`src/rtl/vga_grid_renderer_pkg.sv`:
```
// vga_grid_pkg: shared types and default colours for the grid renderer.
package vga_grid_pkg;
    typedef logic [23:0] rgb_t;
    typedef enum logic [1:0] {PX_BLANK, PX_OUT, PX_BORDER, PX_INTERIOR} px_class_t;
    typedef struct packed {
        logic      hs;
        logic      vs;
        logic      de;
        px_class_t cls;
        logic      cur;
    } stage_t;
    localparam stage_t STAGE_RST = '{hs: 1'b1, vs: 1'b1, de: 1'b0, cls: PX_BLANK, cur: 1'b0};
    localparam rgb_t COL_OUT_DEF    = 24'hFF0000;
    localparam rgb_t COL_BORDER_DEF = 24'h00FF00;
    localparam rgb_t COL_CURSOR_DEF = 24'hFFFF00;
    localparam rgb_t COL_ALIVE_DEF  = 24'hFFFFFF;
    localparam rgb_t COL_DEAD_DEF   = 24'h000000;
endpackage

```
`src/rtl/vga_grid_renderer_if.sv`:
```
// vga_grid_renderer_if: synchronous-read cell RAM port (data valid one cycle after rd).
interface vga_grid_renderer_if #(parameter int ADDR_W = 4);
    logic [ADDR_W-1:0] cell_addr;
    logic              cell_rd;
    logic              cell_data;
    modport master (output cell_addr, cell_rd, input cell_data);
    modport slave  (input cell_addr, cell_rd, output cell_data);
endinterface

```
`src/rtl/vga_grid_renderer_axis_counter.sv`:
```
// vga_axis_counter: one timing axis - position, sync, active flag and incremental cell tracking.
module vga_axis_counter #(
    parameter int CELL   = 160,
    parameter int GRID   = 4,
    parameter int BORDER = 10,
    parameter int STRIDE = 1,
    parameter int AW     = 4
)(
    input  logic          clk,
    input  logic          reset_n,
    input  logic          adv,
    input  logic [11:0]   total,
    input  logic [11:0]   sync,
    input  logic [11:0]   start,
    input  logic [11:0]   stop,
    output logic          sync_raw,
    output logic          act,
    output logic          border,
    output logic          wrap,
    output logic [6:0]    idx,
    output logic [AW-1:0] base
);
    localparam logic [11:0]   C_LAST = 12'(CELL - 1);
    localparam logic [11:0]   B_LO   = 12'(BORDER);
    localparam logic [11:0]   B_HI   = 12'(CELL - BORDER);
    localparam logic [6:0]    G      = 7'(GRID);
    localparam logic [AW-1:0] STEP   = AW'(STRIDE);
    logic [11:0]   count_q, count_d, pos_q, pos_d;
    logic [6:0]    idx_q, idx_d;
    logic [AW-1:0] base_q, base_d;
    logic          restart, cell_end;
    always_comb begin
        wrap     = adv && count_q >= total;
        count_d  = !adv ? count_q : wrap ? 12'd0 : count_q + 12'd1;
        restart  = adv && count_d == start;
        cell_end = adv && pos_q == C_LAST;
        pos_d    = restart || cell_end ? 12'd0 : adv ? pos_q + 12'd1 : pos_q;
        idx_d    = restart ? 7'd0 : cell_end && idx_q != G ? idx_q + 7'd1 : idx_q;
        // base stops at the last cell so the RAM address can never leave the grid
        base_d   = restart ? '0 : cell_end && idx_q < G - 7'd1 ? base_q + STEP : base_q;
        sync_raw = count_q >= sync && count_q != total;
        act      = count_q >= start && count_q < stop;
        border   = pos_q < B_LO || pos_q >= B_HI;
    end
    always_ff @(posedge clk or negedge reset_n) begin
        if (!reset_n) begin
            count_q <= '0;
            pos_q   <= '0;
            idx_q   <= '0;
            base_q  <= '0;
        end else begin
            count_q <= count_d;
            pos_q   <= pos_d;
            idx_q   <= idx_d;
            base_q  <= base_d;
        end
    end
    assign idx  = idx_q;
    assign base = base_q;
endmodule

```
`src/rtl/vga_grid_renderer.sv`:
```
// vga_grid_renderer: runtime-timed VGA generator tiling a cell grid fetched from external RAM.
module vga_grid_renderer
    import vga_grid_pkg::*;
#(
    parameter int   GRID_W     = 4,
    parameter int   GRID_H     = 4,
    parameter int   CELL_W     = 160,
    parameter int   CELL_H     = 120,
    parameter int   BORDER     = 10,
    parameter int   ADDR_W     = 4,
    parameter rgb_t COL_OUT    = COL_OUT_DEF,
    parameter rgb_t COL_BORDER = COL_BORDER_DEF,
    parameter rgb_t COL_CURSOR = COL_CURSOR_DEF,
    parameter rgb_t COL_ALIVE  = COL_ALIVE_DEF,
    parameter rgb_t COL_DEAD   = COL_DEAD_DEF
)(
    input  logic        clk,
    input  logic        reset_n,
    input  logic [11:0] h_total,
    input  logic [11:0] h_sync,
    input  logic [11:0] h_start,
    input  logic [11:0] h_end,
    input  logic [11:0] v_total,
    input  logic [11:0] v_sync,
    input  logic [11:0] v_start,
    input  logic [11:0] v_end,
    input  logic [5:0]  cur_x,
    input  logic [5:0]  cur_y,
    vga_grid_renderer_if.master ram,
    output logic        frame_start,
    output logic        vga_hs,
    output logic        vga_vs,
    output logic        vga_de,
    output logic [7:0]  vga_r,
    output logic [7:0]  vga_g,
    output logic [7:0]  vga_b
);
    localparam logic [6:0] GW = 7'(GRID_W);
    localparam logic [6:0] GH = 7'(GRID_H);
    logic              h_sync_raw, h_act, h_border, h_wrap;
    logic              v_sync_raw, v_act, v_border, v_wrap;
    logic [6:0]        col, row;
    logic [ADDR_W-1:0] col_base, row_base;
    logic              in_grid, rd_q, rd_d;
    logic [ADDR_W-1:0] addr_q, addr_d;
    logic [5:0]        curx_q, curx_d, cury_q, cury_d;
    stage_t            s1_q, s1_d, s2_q, s2_d, s3_q, s3_d;
    rgb_t              rgb_q, rgb_d;

    vga_axis_counter #(.CELL(CELL_W), .GRID(GRID_W), .BORDER(BORDER), .STRIDE(1), .AW(ADDR_W)) u_h (
        .clk(clk), .reset_n(reset_n), .adv(1'b1),
        .total(h_total), .sync(h_sync), .start(h_start), .stop(h_end),
        .sync_raw(h_sync_raw), .act(h_act), .border(h_border), .wrap(h_wrap),
        .idx(col), .base(col_base)
    );
    vga_axis_counter #(.CELL(CELL_H), .GRID(GRID_H), .BORDER(BORDER), .STRIDE(GRID_W), .AW(ADDR_W)) u_v (
        .clk(clk), .reset_n(reset_n), .adv(h_wrap),
        .total(v_total), .sync(v_sync), .start(v_start), .stop(v_end),
        .sync_raw(v_sync_raw), .act(v_act), .border(v_border), .wrap(v_wrap),
        .idx(row), .base(row_base)
    );

    always_comb begin
        frame_start = h_wrap && v_wrap;
        curx_d      = frame_start ? cur_x : curx_q;
        cury_d      = frame_start ? cur_y : cury_q;
        in_grid     = h_act && v_act && col < GW && row < GH;
        rd_d        = in_grid;
        addr_d      = in_grid ? row_base + col_base : addr_q;
        s1_d        = '{hs: h_sync_raw, vs: v_sync_raw, de: h_act && v_act,
                        cls: !(h_act && v_act) ? PX_BLANK : !in_grid ? PX_OUT :
                             h_border || v_border ? PX_BORDER : PX_INTERIOR,
                        cur: in_grid && col == {1'b0, curx_q} && row == {1'b0, cury_q}};
        s2_d        = s1_q;
        s3_d        = s2_q;
        // cell_data belongs to the pixel now in stage 2
        rgb_d       = s2_q.cls == PX_BLANK  ? '0 :
                      s2_q.cls == PX_OUT    ? COL_OUT :
                      s2_q.cls == PX_BORDER ? (s2_q.cur ? COL_CURSOR : COL_BORDER) :
                      ram.cell_data         ? COL_ALIVE : COL_DEAD;
    end

    always_ff @(posedge clk or negedge reset_n) begin
        if (!reset_n) begin
            curx_q <= '0;
            cury_q <= '0;
            rd_q   <= 1'b0;
            addr_q <= '0;
            s1_q   <= STAGE_RST;
            s2_q   <= STAGE_RST;
            s3_q   <= STAGE_RST;
            rgb_q  <= '0;
        end else begin
            curx_q <= curx_d;
            cury_q <= cury_d;
            rd_q   <= rd_d;
            addr_q <= addr_d;
            s1_q   <= s1_d;
            s2_q   <= s2_d;
            s3_q   <= s3_d;
            rgb_q  <= rgb_d;
        end
    end

    assign ram.cell_rd   = rd_q;
    assign ram.cell_addr = addr_q;
    assign vga_hs        = s3_q.hs;
    assign vga_vs        = s3_q.vs;
    assign vga_de        = s3_q.de;
    assign {vga_r, vga_g, vga_b} = rgb_q;
endmodule

```
`src/flat_wrapper.sv`:
```
// flat-port wrapper written by rule: the top's interface ports become plain ports
module vga_grid_renderer_flat import vga_grid_pkg::*;
#(
    parameter int   GRID_W     = 4,
    parameter int   GRID_H     = 4,
    parameter int   CELL_W     = 160,
    parameter int   CELL_H     = 120,
    parameter int   BORDER     = 10,
    parameter int   ADDR_W     = 4,
    parameter rgb_t COL_OUT    = COL_OUT_DEF,
    parameter rgb_t COL_BORDER = COL_BORDER_DEF,
    parameter rgb_t COL_CURSOR = COL_CURSOR_DEF,
    parameter rgb_t COL_ALIVE  = COL_ALIVE_DEF,
    parameter rgb_t COL_DEAD   = COL_DEAD_DEF
)
  (clk, reset_n, h_total, h_sync, h_start, h_end, v_total, v_sync, v_start, v_end, cur_x, cur_y, frame_start, vga_hs, vga_vs, vga_de, vga_r, vga_g, vga_b, ram_cell_addr, ram_cell_rd, ram_cell_data);
  vga_grid_renderer_if #(.ADDR_W(ADDR_W)) ram_i ();
  input  logic clk;
  input  logic reset_n;
  input  logic [11:0] h_total;
  input  logic [11:0] h_sync;
  input  logic [11:0] h_start;
  input  logic [11:0] h_end;
  input  logic [11:0] v_total;
  input  logic [11:0] v_sync;
  input  logic [11:0] v_start;
  input  logic [11:0] v_end;
  input  logic [5:0] cur_x;
  input  logic [5:0] cur_y;
  output logic frame_start;
  output logic vga_hs;
  output logic vga_vs;
  output logic vga_de;
  output logic [7:0] vga_r;
  output logic [7:0] vga_g;
  output logic [7:0] vga_b;
  output wire logic [$bits(ram_i.cell_addr)-1:0] ram_cell_addr;
  output wire logic [$bits(ram_i.cell_rd)-1:0] ram_cell_rd;
  input wire logic [$bits(ram_i.cell_data)-1:0] ram_cell_data;
  assign ram_cell_addr = ram_i.cell_addr;
  assign ram_cell_rd = ram_i.cell_rd;
  assign ram_i.cell_data = ram_cell_data;
  vga_grid_renderer #(.GRID_W(GRID_W), .GRID_H(GRID_H), .CELL_W(CELL_W), .CELL_H(CELL_H), .BORDER(BORDER), .ADDR_W(ADDR_W), .COL_OUT(COL_OUT), .COL_BORDER(COL_BORDER), .COL_CURSOR(COL_CURSOR), .COL_ALIVE(COL_ALIVE), .COL_DEAD(COL_DEAD)) u_core (.clk(clk), .reset_n(reset_n), .h_total(h_total), .h_sync(h_sync), .h_start(h_start), .h_end(h_end), .v_total(v_total), .v_sync(v_sync), .v_start(v_start), .v_end(v_end), .cur_x(cur_x), .cur_y(cur_y), .ram(ram_i), .frame_start(frame_start), .vga_hs(vga_hs), .vga_vs(vga_vs), .vga_de(vga_de), .vga_r(vga_r), .vga_g(vga_g), .vga_b(vga_b));
endmodule
```
`config.mk`:
```
export PLATFORM = sky130hd
export DESIGN_NAME = vga_grid_renderer_flat
export DESIGN_NICKNAME = d
export VERILOG_FILES = /design/src/rtl/vga_grid_renderer_pkg.sv /design/src/rtl/vga_grid_renderer_if.sv /design/src/rtl/vga_grid_renderer_axis_counter.sv /design/src/rtl/vga_grid_renderer.sv /design/src/flat_wrapper.sv
export SDC_FILE = /design/constraint.sdc
export NUM_CORES = 1
export LEC_CHECK = 0
export CAP_MARGIN = 20
export CORE_AREA = 2 2 131 133
export CTS_CLUSTER_SIZE = 24
export DETAILED_ROUTE_END_ITERATION = 10
export DIE_AREA = 0 0 133 135
export HOLD_SLACK_MARGIN = 0.02
export PLACE_DENSITY = 0.78
export SKIP_LAST_GASP = 1
export SLEW_MARGIN = 20
export SYNTH_ARGS = -nofsm -noshare
export SYNTH_HDL_FRONTEND = slang
export SYNTH_SLANG_ARGS = --single-unit
```
`constraint.sdc`:
```
create_clock -name clk -period 3.6 [get_ports clk]
set_clock_uncertainty 0.2 [all_clocks]
set_input_delay 0.9 -clock clk [delete_from_list [all_inputs] [get_ports clk]]
set_output_delay 0.9 -clock clk [all_outputs]
set_load 0.01 [all_outputs]
```
After elaboration in Yosys (flattened, before gate mapping)

Cells that the tools add are included.

Flip-flop bits (word level): 126
Latch bits: 0
RAM bits: 0
ROM bits: 0
Input port bits: 111
Output and inout bits: 33
Memories: 0

$add $sub $neg: 9
Multipliers: 0
Div/mod/pow operators: 0
Order comparisons: 16
Equality and inequality tests: 12
Shifts and indexed selects: 0
Muxes and demuxes: 22
Bitwise gates (word level): 0
Reductions and logical operators: 28

Operator list:

| kind                    | number |
|---|---|
| $mux W24                | 5 |
| $ge A12 B12 Y1          | 6 |
| $mux W12                | 6 |
| $add A12 B1 Y12 const B | 4 |
| $mux W7                 | 4 |
| $eq A12 B12 Y1          | 2 |
| $lt A12 B12 Y1          | 2 |
| $lt A12 B4 Y1 const B   | 2 |
| $ne A12 B12 Y1          | 2 |
| $logic_and A1 B1 Y1     | 17 |
| $mux W4                 | 4 |
| $add A7 B1 Y7 const B   | 2 |
| $eq A7 B6 Y1            | 2 |
| $lt A7 B2 Y1 const B    | 2 |
| $lt A7 B3 Y1 const B    | 2 |
| $ne A7 B3 Y1 const B    | 2 |
| $eq A12 B7 Y1 const B   | 1 |
| $eq A12 B8 Y1 const B   | 1 |
| $ge A12 B7 Y1 const B   | 1 |
| $ge A12 B8 Y1 const B   | 1 |
| $reduce_bool A2 Y1      | 5 |
| $logic_or A1 B1 Y1      | 5 |
| $add A4 B1 Y4 const B   | 1 |
| $add A4 B3 Y4 const B   | 1 |
| other kinds (6)         | 7 |

Depth between registers and ports, before layout

Gate-level depths: netlist of the first run.

Depth after elaboration: 8
Mapped depth: 14
Depth with buffers taken out: 13

Modules after synthesis

A second synthesis of the first run with hierarchy kept.

Cells, all modules: 901
Area total of the unflattened synthesis: 8192.9 µm²

By module, submodules not included:

| module                        | times used | cells an instance | area each (µm²) | seq. area each (µm²) |
|---|---|---|---|---|
| vga_axis_counter (u_core.u_h) | 1          | 401               | 3409.5          | 875.8 |
| vga_axis_counter (u_core.u_v) | 1          | 377               | 3223.1          | 825.8 |
| vga_grid_renderer             | 1          | 123               | 1560.2          | 883.3 |

Worst setup path after synthesis of the first run

Ideal clock, no wire load.

Path type: input to register
Start point: input h_total[9]
End point: register u_core.u_v.idx_q[6], in the netlist u_core.u_v.idx[6]
Setup time: 0.119 ns
Arrival: 3.588 ns
Slack: -0.307 ns
Cell stages on the path: 12
Cells stage by stage: inv_1 ha_1 a211oi_1 nor2_1 or3_1 nor3_1 mux2i_1 xor2_1 nand4_1 nor4b_4 buf_6 nor2_1

Word-level cells in the longest chain between the ends: 7
Elaborated cells on any way between the ends: 10

RTL lines:

| element                                       | line                                 | text |
|---|---|---|
| from (decl)                                   | flat_wrapper.sv:20                   | `input logic [11:0] h_total;` |
| $ge A12 B12 Y1 (*)                            | vga_grid_renderer_axis_counter.sv:33 | `wrap = adv && count_q >= total;` |
| $logic_and A1 B1 Y1                           | vga_grid_renderer_axis_counter.sv:33 |  |
| $mux W12 (2 in series)                        | vga_grid_renderer_axis_counter.sv:34 | `count_d = !adv ? count_q : wrap ? 12'd0 : count_q + 12'd1;` |
| $eq A12 B12 Y1                                | vga_grid_renderer_axis_counter.sv:35 | `restart = adv && count_d == start;` |
| $logic_and A1 B1 Y1                           | vga_grid_renderer_axis_counter.sv:35 |  |
| $mux W7 or $reduce_bool A2 Y1 (tied branches) | -                                    |  |
| to (signal assigned)                          | vga_grid_renderer_axis_counter.sv:54 | `idx_q <= idx_d;` |
| to (decl)                                     | vga_grid_renderer_axis_counter.sv:29 | `logic [6:0] idx_q, idx_d;` |

Mark *: on every way between the ends. The rest lies on a longest branch, timed or not.
A chain may end at the register's enable or synchronous reset.

Final worst setup path of the first run

Start point: input h_total[7]
End point: register u_core.u_v.pos_q[2]

Word-level cells in the longest chain between the ends: 8
Elaborated cells on any way between the ends: 10

RTL lines:

| element                                        | line                                 | text |
|---|---|---|
| $ge A12 B12 Y1 (*)                             | vga_grid_renderer_axis_counter.sv:33 |  |
| $logic_and A1 B1 Y1                            | vga_grid_renderer_axis_counter.sv:33 |  |
| $mux W12 (2 in series)                         | vga_grid_renderer_axis_counter.sv:34 |  |
| $eq A12 B12 Y1                                 | vga_grid_renderer_axis_counter.sv:35 |  |
| $logic_and A1 B1 Y1                            | vga_grid_renderer_axis_counter.sv:35 |  |
| $logic_or A1 B1 Y1                             | vga_grid_renderer_axis_counter.sv:37 | `pos_d = restart \|\| cell_end ? 12'd0 : adv ? pos_q + 12'd1 : pos_q;` |
| $mux W12 or $reduce_bool A2 Y1 (tied branches) | -                                    |  |
| to (signal assigned)                           | vga_grid_renderer_axis_counter.sv:53 | `pos_q <= pos_d;` |
| to (decl)                                      | vga_grid_renderer_axis_counter.sv:28 | `logic [11:0] count_q, count_d, pos_q, pos_d;` |

Marks and branches as above.

==> impl_metrics.ini, run 1 <==
[timing]
fin_ws_ns = -0.145
period_minus_slack_ns = 3.75
tns_ns = -4.44
rsz0062_at_grt = true
fin_crit_sh_pct = 104
slew_viol_final = 0
finalHoldViolCount = 0
max-slew-margin-rel_pct = 11.5
setup_viol = 44
tightest_slew_ns = 1.32
fmax_ghz = 0.267

[synth]
synthesis.nets = 1124
synth_flop_cell = dfrtp_1
synth_edf_count = 0
async_reset_ff_share_pct = 100
synth_cells = 909
synth-seq-area-share_pct = 32.2
ys_warn_count = 0
synthDistinctLibCells = 74
syn_avg_cell_area_um2 = 8.82
syn-cell-area_um2 = 8020
synth-seq-cells = 103

[setup_path]
cpPeakStageDelay_ns = 0.54
required_ns = 3.64
worst_r2r_startpoint = u_core.u_h.count_q[5]
start_kind = primary input
slowest_stage = or4_4
cp_top_family = simple AND/OR/NAND/NOR gates
crit_buf_inv = 6
cp-end-kind = flop
crit_path_start = h_total[7]
critPathKind = in2reg
path_cells = buf_8, inv_8, ha_4, nand4_1, or2_4, a21o_1, buf_12, buf_6, a31o_4, or4_4, nand3_2, nand4_1, nor4b_4, buf_6, clkbuf_16, nor2_4
critPathMaxFanout = 5
arrival_ns = 3.79

[routing]
drt_iter0_drc = 619
routed_wl_um = 25200
wl_per_cell_um = 17.9
antenna_left = 0
drc_errors = 0
vias_per_cell = 5.62
dr_total_vias = 7919
firstDrtPassIters = 5

[global_route]
grt_max_degree = 46
grt-ovfl-total = 0
track_usage_pct = 26.8
grt_pass1_vias = 7848
grt_pass1_wl_um = 38700
antenna_found_initial = 0

[layout]
nets = 1399
fin_util_pct = 74.2
final_cell_area_um2 = 12200
antennaDiodeCount = 0
fillerInstances = 1082
drive_gt1_share_pct = 30.3
syn_to_final_growth_pct = 51.9

[clock_tree]
cts_buffer_depth = 2
cts_max_level = 3
cts-root-buf = clkbuf_16
cts_inserted_buffers = 9
clk_pin_slew_ns = 0.07
cts_tree = built
clock_sinks = 103
clkLatencyLatePin_ns = 0.36

[worst_hold_path]
hp-class = reg2reg
min_from = u_core.s1_q[3]

[placement]
post-place-ws_ns = -0.834
gp_congestion = 0.964
numPortBuffers = 143
placed_area_um2 = 10600
dp_hpwl_um = 17200

[pwr]
powerDensity_nw_per_um2 = 351
ir_drop_v = 0.000279
p_leak_nw = 5.68

[die]
start_util_pct = 48.9
die_h_um = 135
dieArea_um2 = 18000
rows = 47
die_w_um = 133
coreArea_um2 = 16400
boundaryPins = 144

[run_status]
status = complete, but fails checks
failed_checks = setup timing

[job]
cap_violations = 0
-- where the power goes --
group	internal (mW)	leakage, nW	switching (mW)
combinational	0.898	4.21	0.903
clock	0.551	0.150	0.475
sequential	1.28	1.33	0.171
-- synthesized netlist by cell type, types with 9 or more instances --
| library cell | number | area [um^2] |
|---|---|---|
| nand2_1 | 94 | 353 |
| o21ai_0 | 27 | 135 |
| and3_1 | 13 | 81.3 |
| nand2b_1 | 9 | 56.3 |
| ha_1 | 104 | 1300 |
| nor3_1 | 26 | 130 |
| a21oi_1 | 29 | 145 |
| dfrtp_1 | 97 | 2430 |
| inv_1 | 103 | 387 |
| nor2_1 | 73 | 274 |
| buf_4 | 24 | 180 |
| xor2_1 | 28 | 245 |
| a21o_1 | 19 | 143 |
| nor4_1 | 11 | 68.8 |
| a31oi_1 | 10 | 62.6 |
| xnor2_1 | 46 | 403 |
| nand4_1 | 22 | 138 |
| nand3_1 | 28 | 140 |
-- per-layer routing --
metal	vias to the layer above	GRT usage, %	share of wire, %
li1	3724	-	-
met1	3772	34.2	42
met2	363	46.1	49
met3	60	4.39	6.1
met4	0	9.80	3.2
met5	-	0	0
-- registers in the layout (all words and copies together) (netlist names) --
name                  count
u_core.u_h.count_q       12
u_core.u_h.pos_q         12
u_core.u_v.count_q       12
u_core.u_v.pos_q         12
u_core.u_h.idx            7
u_core.u_v.idx            7
u_core.curx_q             6
u_core.cury_q             6
u_core.s1_q               6
u_core.s2_q               6
u_core.ram.cell_addr      4
u_core.u_h.base           4
u_core.rgb_q              3
u_core.u_v.base           2
u_core.ram.cell_rd        1
u_core.vga_de             1
u_core.vga_hs             1
u_core.vga_vs             1
-- cell usage in the layout (no fill, tap or decap), drive strengths merged, types with 5 or more instances in the layout --
cell type        n
a211oi           5
clkdlybuf4s50  117
nor2            74
or4              5
buf            173
nand2b           9
o21ai           28
clkbuf          18
a21boi           5
nor4            11
mux2i            6
inv            106
xnor2           46
nor3            30
o22ai            5
a2111oi          8
a21o            19
nand3           29
dfstp            6
and3            13
o21a             5
o31ai            6
nor2b            6
ha             104
nand4           24
o32ai            5
xor2            28
dfrtp           97
a21oi           29
nand2           95
a31oi           11
-- through the flow --
step	hold WS (ns)	cells	total power [mW]
after floorplan	0.131	909	2.31
after detailed placement	0.135	1351	2.94
after CTS	0.150	1397	4.08
final	0.150	1409	4.28
after global placement	0.133	1351	2.88
after global routing	0.164	1409	4.53
-- logic make-up after synthesis --
logic type | share of synthesized area (%)
buffers and inverters | 8.16
AND/OR/NAND/NOR | 19.9
flip-flops | 32.2
AO/OA/AOI/OAI | 14.1
adder cells (fa/ha/maj) | 16.2
multiplexers | 1.31
XOR/XNOR | 8.08
-- cell type report --
cell class              instances  area (um^2)  area share, %
flip-flops and latches        103         2580           21.2
repair buffers                303         2840           23.3
clock buffers                  10          229           1.88
inverters                     104          408           3.35
clock inverters                 6         77.6          0.637
multi-input cells             663         5760           47.3
well taps                     220          275           2.26
-- timing repair --
item / in CTS / in global routing
hold buffers: 0 / 0
endpoints found under the hold margin: 0 / 0
gates resized for setup: 127 / 133
gates cloned: 3 / 4
pin swaps: 42 / 54
setup buffers: 27 / 10
endpoints found under the setup margin: 51 / 52
-- final timing paths --
path | depth (start not counted) | end | slack (ns)
setup / recovery | 16 | u_core.u_v.pos_q[2] | -0.15
hold / removal | 0 | u_core.s2_q[3] | 0.15
setup reg to reg | 14 | u_core.u_v.pos_q[2] | 0.05
hold reg to reg | 0 | u_core.s2_q[3] | 0.15
max in group asynchronous | 2 | u_core.s2_q[5] | 2.09
min in group asynchronous | 1 | u_core.ram.cell_addr[0] | 0.33
Power figures use the tool's default switching activity.
==> run 2, diff against run 1 <==
==> constraint.sdc (replaced) <==
create_clock -name clk -period 3.6 [get_ports clk]
set_clock_uncertainty 0.2 [all_clocks]
set_input_delay 1.08 -clock clk [delete_from_list [all_inputs] [get_ports clk]]
set_output_delay 1.08 -clock clk [all_outputs]
set_load 0.01 [all_outputs]
==> impl_metrics.ini, run 2 (synthesis gave the netlist of run 1 again) <==
[run_status]
status = complete, but fails checks
failed_checks = setup timing

[placement]
post-place-ws_ns = -1.07
placedCellCount = 1352
gp_congestion = 0.935
numPortBuffers = 143
dp_hpwl_um = 16800

[routing]
firstDrtPassIters = 7
routed_wl_um = 25300
dr_total_vias = 8106
drt_iter0_drc = 818
wl_per_cell_um = 17.9
drc_errors = 0
vias_per_cell = 5.72
antenna_left = 0

[die]
coreArea_um2 = 16400
dieArea_um2 = 18000
die_h_um = 135
start_util_pct = 48.9
boundaryPins = 144
rows = 47
die_w_um = 133

[timing]
period_minus_slack_ns = 3.98
finalHoldViolCount = 0
tightest_slew_ns = 0.702
fmax_ghz = 0.251
max-slew-margin-rel_pct = 53.1
rsz0062_at_grt = true
fin_crit_sh_pct = 111
fin_ws_ns = -0.382
slew_viol_final = 0
setup_viol = 45
hold-worst-slack_ns = 0.153

[pwr]
p_leak_nw = 5.67
ir_drop_v = 0.000306
powerDensity_nw_per_um2 = 348

[setup_path]
start_kind = primary input
critPathMaxFanout = 8
slowest_stage = or4_4
critPathKind = in2reg
arrival_ns = 4.00
path_cells = buf_6, inv_4, ha_4, nand4_1, or2_1, a21o_1, buf_6, buf_4, buf_6, a31oi_4, xnor2_2, nor2_1, or4_4, a2111oi_4, o21ai_1
worst_r2r_startpoint = u_core.u_v.count_q[1]
cpMostUsedCell = buf_6
crit_path_start = h_total[5]
cpPeakStageDelay_ns = 0.56
cp-end-kind = flop
required_ns = 3.62

[global_route]
antenna_found_initial = 0
grt_pass1_wl_um = 38600
grt_max_degree = 47
track_usage_pct = 26.6
grt_pass1_vias = 8157
grt-ovfl-total = 0

[worst_hold_path]
hp-class = reg2reg
min_from = u_core.s1_q[2]

[clock_tree]
cts_inserted_buffers = 9
cts_buffer_depth = 2
cts_tree = built
cts_max_level = 3
clkLatencyLatePin_ns = 0.35
clk_pin_slew_ns = 0.07
clock_sinks = 103
cts-root-buf = clkbuf_16

[layout]
mostFrequentLayoutCells = buf_4 (147), clkdlybuf4s50_1 (112), dfrtp_1 (97)
instances_no_fill = 1416
nets = 1406
drive_gt1_share_pct = 30.8
antennaDiodeCount = 0
layout_commonest_cell = buf_4
syn_to_final_growth_pct = 50.6

[job]
cap_violations = 0
[run 2: cell count changes in the layout (fill, tap and decap cells not counted), sizes merged, moves of 2 or more]
| cell | previous run | this run |
|---|---|---|
| buf | 173 | 186 |
| clkdlybuf4s50 | 117 | 112 |
| dlymetal6s2s | 0 | 4 |
| clkdlybuf4s15 | 4 | 1 |
| clkinv | 3 | 0 |
| clkinvlp | 0 | 2 |
[run 2: what timing repair did]
action	CTS	global route
hold buffers	0	0
endpoints found under the setup margin	50	54
pin swaps	56	47
buffers inserted	23	26
cloned	2	3
resized for setup	161	99
[run 2: final timing paths]
kind / to / slack (ns) / cells after the start
min: u_core.s2_q[2] / 0.15 / 0
max reg2reg: u_core.u_v.pos_q[1] / -0.08 / 11
max: u_core.u_v.pos_q[1] / -0.38 / 15
min in group asynchronous: u_core.u_h.count_q[2] / 0.55 / 1
max in group asynchronous: u_core.s2_q[5] / 1.87 / 2
min reg2reg: u_core.s2_q[2] / 0.15 / 0
[run 2: report_power, final]
| group | internal (mW) | switching (mW) | total (mW) |
|---|---|---|---|
| Combinational | 0.871 | 0.886 | 1.76 |
| Clock | 0.548 | 0.457 | 1.00 |
| Sequential | 1.28 | 0.161 | 1.44 |
| Total | 2.70 | 1.50 | 4.20 |
[run 2: metrics by stage]
step / area, um^2 / setup TNS [ns] / power, mW / util, %
after global routing: 12100 / -15.82 / 4.46 / 73.6
final: 12100 / -12.13 / 4.20 / 73.6
after CTS: 11500 / -8.77 / 4.03 / 70.1
after detailed placement: 10700 / -51.32 / 2.94 / 65.0
after floorplan: 8310 / -8.41 / 2.32 / -
after global placement: 10700 / -49.63 / 2.87 / 65.0
[run 2: routing by layer]
metal	GRT usage (%)	routed length (um)	share of wire [%]	vias up
met1	32.3	10200	40	3795
met5	0	0	0	-
met2	46.1	12200	48	467
met3	3.98	1880	7.4	101
li1	-	-	-	3743
met4	13.6	1070	4.2	0
[run 2: area by class of cell]
cell class,count,area [um^2]
sequential,103,2580
tap,220,275
multi-input combinational,663,5710
timing repair buffer,310,2800
clock buffer,11,233
clock inverter,5,65.1
inverter,104,420
fill,1078,4330
[run 2: worst max-delay path: cells and delay by family]
kind	cells	cell delay [ns]
adders and majority gates	1	0.25
buffers and inverters	5	0.52
AOI/OAI and AO/OA	4	0.90
xor gates and xnor gates	1	0.17
and+or+nand+nor	4	1.08
==> run 3, diff against run 2 <==
CORE_AREA = 2 2 140 142   (was 2 2 131 133)
CTS_CLUSTER_DIAMETER = 150   (was unset)
DIE_AREA = 0 0 142 144   (was 0 0 133 135)
PLACE_DENSITY = 0.69   (was 0.78)
==> impl_metrics.ini, run 3 (synthesis gave the netlist of run 1 again) <==
[run_status]
status = complete, but fails checks
failed_checks = setup timing

[placement]
placed_area_um2 = 10800
gp_congestion = 0.950
numPortBuffers = 143
dp_hpwl_um = 17300
placedCellCount = 1378
post-place-ws_ns = -1.11

[clock_tree]
cts_max_level = 3
clock_sinks = 103
clk_pin_slew_ns = 0.07
cts_buffer_depth = 2
cts_inserted_buffers = 9
clkLatencyLatePin_ns = 0.35
cts-root-buf = clkbuf_16
cts_tree = built
cts_hold_buf = 0

[layout]
drive_gt1_share_pct = 30.2
instances_no_fill = 1432
layout_commonest_cell = buf_4
nets = 1405
mostFrequentLayoutCells = buf_4 (144), clkdlybuf4s50_1 (113), dfrtp_1 (97)
syn_to_final_growth_pct = 50.8
fillerInstances = 1559
antennaDiodeCount = 0
final_cell_area_um2 = 12100
fin_util_pct = 63.4

[routing]
drt_iter0_drc = 538
routed_wl_um = 23300
drc_errors = 0
antenna_left = 0
firstDrtPassIters = 5
dr_total_vias = 7591
vias_per_cell = 5.30
wl_per_cell_um = 16.3

[timing]
tightest_slew_ns = 0.709
period_minus_slack_ns = 4.00
hold-worst-slack_ns = 0.153
setup_viol = 45
rsz0062_at_grt = true
tns_ns = -10.54
slew_viol_final = 0
finalHoldViolCount = 0
fin_crit_sh_pct = 111
fin_ws_ns = -0.398
fmax_ghz = 0.250
max-slew-margin-rel_pct = 52.7

[global_route]
grtUsageMet3_pct = 3.25
antenna_found_initial = 0
grt_max_degree = 55
grt_use_met1_pct = 29.9
grt_use_met2_pct = 40.4
grt-ovfl-total = 0
grt_pass1_wl_um = 38000
grt.busiest_layer = met2
track_usage_pct = 23.3
grt_pass1_vias = 7689

[pwr]
p_leak_nw = 5.68
net-switching-power_mw = 1.45
intPower_mw = 2.67
finalPower_mw = 4.12
ir_drop_v = 0.000211
powerDensity_nw_per_um2 = 341
switching_share_pct = 35.2
seqPwrFrac_pct = 34.9
p_comb_share_pct = 42.6
pwr-share-clk_pct = 22.5

[die]
dieArea_um2 = 20400
die_w_um = 142
rows = 51
boundaryPins = 144
die_h_um = 144
start_util_pct = 42.0
coreArea_um2 = 19100

[setup_path]
start_kind = primary input
critPathMaxFanout = 2
required_ns = 2.32
rr_worst_depth = 14
arrival_ns = 2.72
critPathKind = in2out
cp-end-kind = output port

[worst_hold_path]
whs_path_depth = 0
hp-class = reg2reg

[job]
cap_violations = 0
## run 3: changes by cell type in the layout (fill, tap and decap cells not counted), moves of 3 or more
cell           previous run  this run
buf_4                   147       144
nor3_4                    5         9
clkbuf_16                12         9
nor3_1                   15        12
dlygate4sd2_1             1         4
buf_6                    20        17
## run 3: path summary, 6_finish.rpt
check | startpoint | endpoint | slack, ns
worst max-delay path | v_total[8] | frame_start | -0.40
worst min-delay path | u_core.s2_q[3] | u_core.vga_de | 0.15
worst max register to register | u_core.u_v.count_q[2] | u_core.u_v.pos_q[3] | -0.03
worst min register to register | u_core.s2_q[3] | u_core.vga_de | 0.15
max in group asynchronous | reset_n | u_core.vga_vs | 1.85
min in group asynchronous | reset_n | u_core.u_h.base[2] | 0.57
## run 3: worst max-delay path, cell delays in order
cell and delay [ns]:
clkdlybuf4s15_1 0.17, inv_2 0.05, ha_4 0.26, nand4_4 0.09, or3_4 0.41, o221ai_4 0.19, buf_4 0.15, buf_6 0.09
nand2_4 0.05, inv_4 0.07, buf_6 0.10
## run 3: what timing repair did
action | CTS | global route
buffers inserted | 32 | 7
resized for setup | 183 | 61
gates cloned | 6 | 0
pin swaps | 58 | 40
setup endpoints to repair | 50 | 53
## run 3: layer usage
| metal | vias up | routed length (um) | part of all wire (%) |
|---|---|---|---|
| met1 | 3570 | 10400 | 44 |
| met4 | 0 | 728 | 3.1 |
| met5 | - | 0 | 0 |
| met3 | 48 | 1010 | 4.3 |
| met2 | 231 | 11200 | 48 |
| li1 | 3742 | - | - |
## run 3: cell type report
| type | count | area, um^2 | area share (%) |
|---|---|---|---|
| clock buffers | 11 | 243 | 2.01 |
| clock inverters | 4 | 30.0 | 0.248 |
| inverters | 104 | 415 | 3.44 |
| multi-input cells | 663 | 5730 | 47.4 |
| flip-flops and latches | 103 | 2580 | 21.4 |
| well taps | 238 | 298 | 2.46 |
| repair buffers | 309 | 2790 | 23.1 |
## run 3: power by group through the flow
stage	Clock, mW	Combinational (mW)	Sequential (mW)
3_3_place_gp	0	1.48	1.44
6_report	0.928	1.75	1.44
4_1_cts	0.945	1.66	1.43
3_5_place_dp	0	1.52	1.44
5_1_grt	0.990	1.95	1.46
2_1_floorplan	0	0.858	1.46
==> RTL change: new RTL, config.mk and constraints of run 2 <==
`ADDR_W` is set to 4 in 3 places; all go to 3.
--- a/src/rtl/vga_grid_renderer_if.sv
+++ b/src/rtl/vga_grid_renderer_if.sv
@@ -1,5 +1,5 @@
 // vga_grid_renderer_if: synchronous-read cell RAM port (data valid one cycle after rd).
-interface vga_grid_renderer_if #(parameter int ADDR_W = 4);
+interface vga_grid_renderer_if #(parameter int ADDR_W = 3);
     logic [ADDR_W-1:0] cell_addr;
     logic              cell_rd;
     logic              cell_data;
--- a/src/rtl/vga_grid_renderer.sv
+++ b/src/rtl/vga_grid_renderer.sv
@@ -7,7 +7,7 @@
     parameter int   CELL_W     = 160,
     parameter int   CELL_H     = 120,
     parameter int   BORDER     = 10,
-    parameter int   ADDR_W     = 4,
+    parameter int   ADDR_W     = 3,
     parameter rgb_t COL_OUT    = COL_OUT_DEF,
     parameter rgb_t COL_BORDER = COL_BORDER_DEF,
     parameter rgb_t COL_CURSOR = COL_CURSOR_DEF,
--- a/src/flat_wrapper.sv
+++ b/src/flat_wrapper.sv
@@ -6,7 +6,7 @@
     parameter int   CELL_W     = 160,
     parameter int   CELL_H     = 120,
     parameter int   BORDER     = 10,
-    parameter int   ADDR_W     = 4,
+    parameter int   ADDR_W     = 3,
     parameter rgb_t COL_OUT    = COL_OUT_DEF,
     parameter rgb_t COL_BORDER = COL_BORDER_DEF,
     parameter rgb_t COL_CURSOR = COL_CURSOR_DEF,
Interface: changed (resized ram_cell_addr); port bits go from 144 to 143. The function was not compared with the original's and may differ.
==> RTL change against run 2 <==
- routed wire length down 7.2%
- combinational power up 17%
- power rose by 8.4%
- synthesized area fell by 3.4%
- the run still ends with negative setup slack left
- worst setup slack improved by 120 ps
- critical endpoint is now frame_start
- sequential share of layout area is 0.85 points higher
- design area shrank 6.6%
- final cell count down 5.9%
- via count is 6.3% lower
- fmax rose by 3.2%
- largest cell class unchanged
- sequential cell count shrank 3
==> RTL change: results (changes against run 2) <==
Final layout
  – Fill cells: 1130 (was 1078)
  – Layout cells sized above 1: 27.1% (was 30.8%)
  – Num sequential: 100 (was 103)
  – Inverter count: 107 (was 104)
  – Multi-input combinational area share: 46.5% (was 47.2%)
  – Signal buffers: 273 (was 310)
  – Util after Layout: 68.7% (was 73.6%)
  – Multi-In Gates: 616 (was 663)

Logic synthesis
  – Top cells by count, synth: inv_1, ha_1, dfrtp_1, nor2_1, xnor2_1 (was ha_1, inv_1, dfrtp_1, nand2_1, nor2_1)
  – Synth area leaders: dfrtp_1, ha_1, inv_1, xnor2_1, xor2_1 (was dfrtp_1, ha_1, xnor2_1, inv_1, nand2_1)
  – Synth cell types: 68 (was 74)
  – Sequential share of the synthesized area: 32.4% (was 32.2%)
  – Post-synthesis compound-gate area fraction: 14.1% (about the same)

Placement
  – Placed cell area: 0.0100 sq mm (was 0.0107 sq mm)
  – GP Congestion: 0.940 (was 0.935)
  – Final HPWL DP: 15600 um (was 16800 um)

Status
  – Failing checks: negative setup slack (unchanged)
  – Outcome: finished with violations (unchanged)

Clock tree
  – Clock Sinks: 100 (was 103)

Detailed routing
  – Wire length on met2: 11600 um (was 12200 um)
  – DRT met1 WL: 9550 um (was 10200 um)
  – WL/cell: 17.6 um (was 17.9 um)

STA
  – Final worst slack: -258 ps (was -382 ps)
  – Hold slack final: 150 ps (was 153 ps)
  – Finish-stage setup viols: 21 (was 45)
  – Worst rel slew slack: 64.5% (was 53.1%)

Power
  – Clk pwr share: 22.5% (was 23.9%)
  – Leak: 5.31 nW (was 5.67 nW)
  – Part of the power in registers: 32.4% (was 34.3%)
  – Net switching fraction of the power: 37.8% (was 35.8%)

Hold path
  – Hold EP: u_core.vga_de (was u_core.s2_q[2])
  – Hold path startpoint: u_core.s2_q[3] (was u_core.s1_q[2])

Critical path
  – Maximum fanout along the worst path: 2 (was 8)
  – R2R cell count: 15 (was 11)
  – Critical Path AT: 2580 ps (was 4000 ps)

GRT
  – Largest net degree at the start of global routing: 45 (was 47)
  – First-pass GRT wire length: 35700 um (was 38600 um)
  – Met3 usage: 3.12% (was 3.98%)
  – M1 GR Usage: 32.1% (was 32.3%)
  – Vias in the first global route: 7380 (was 8157)
==> RTL change: kinds of logic after synthesis <==
group	Yosys count
AOI/OAI and AO/OA	160
xor gates and xnor gates	70
adders and majority gates	103
buffers and inverters	150
DFF	100
muxes	19
and+or+nand+nor	264
==> RTL change: repair_timing <==
item,in CTS,in global routing
endpoints found under the setup margin,52,49
pin swaps,44,55
resized for setup,128,109
buffers inserted,9,20
cloned,0,5
==> RTL change: critical path: cells and delay by family <==
family,cells,cell delay (ps)
adders and majority gates,1,260
and+or+nand+nor,3,390
AOI/OAI and AO/OA,1,290
buffers and inverters,5,550
==> RTL change: worst max-delay path by stage <==
stage               depth (start not counted)                 to  startpoint
CTS                                         9        frame_start  v_total[9]
floorplan                                  10        frame_start  h_total[1]
detailed placement                          9        frame_start  v_total[9]
finish                                     10        frame_start  v_total[6]
global route                               17  u_core.u_v.idx[4]  v_total[6]
global placement                            9        frame_start  h_total[1]
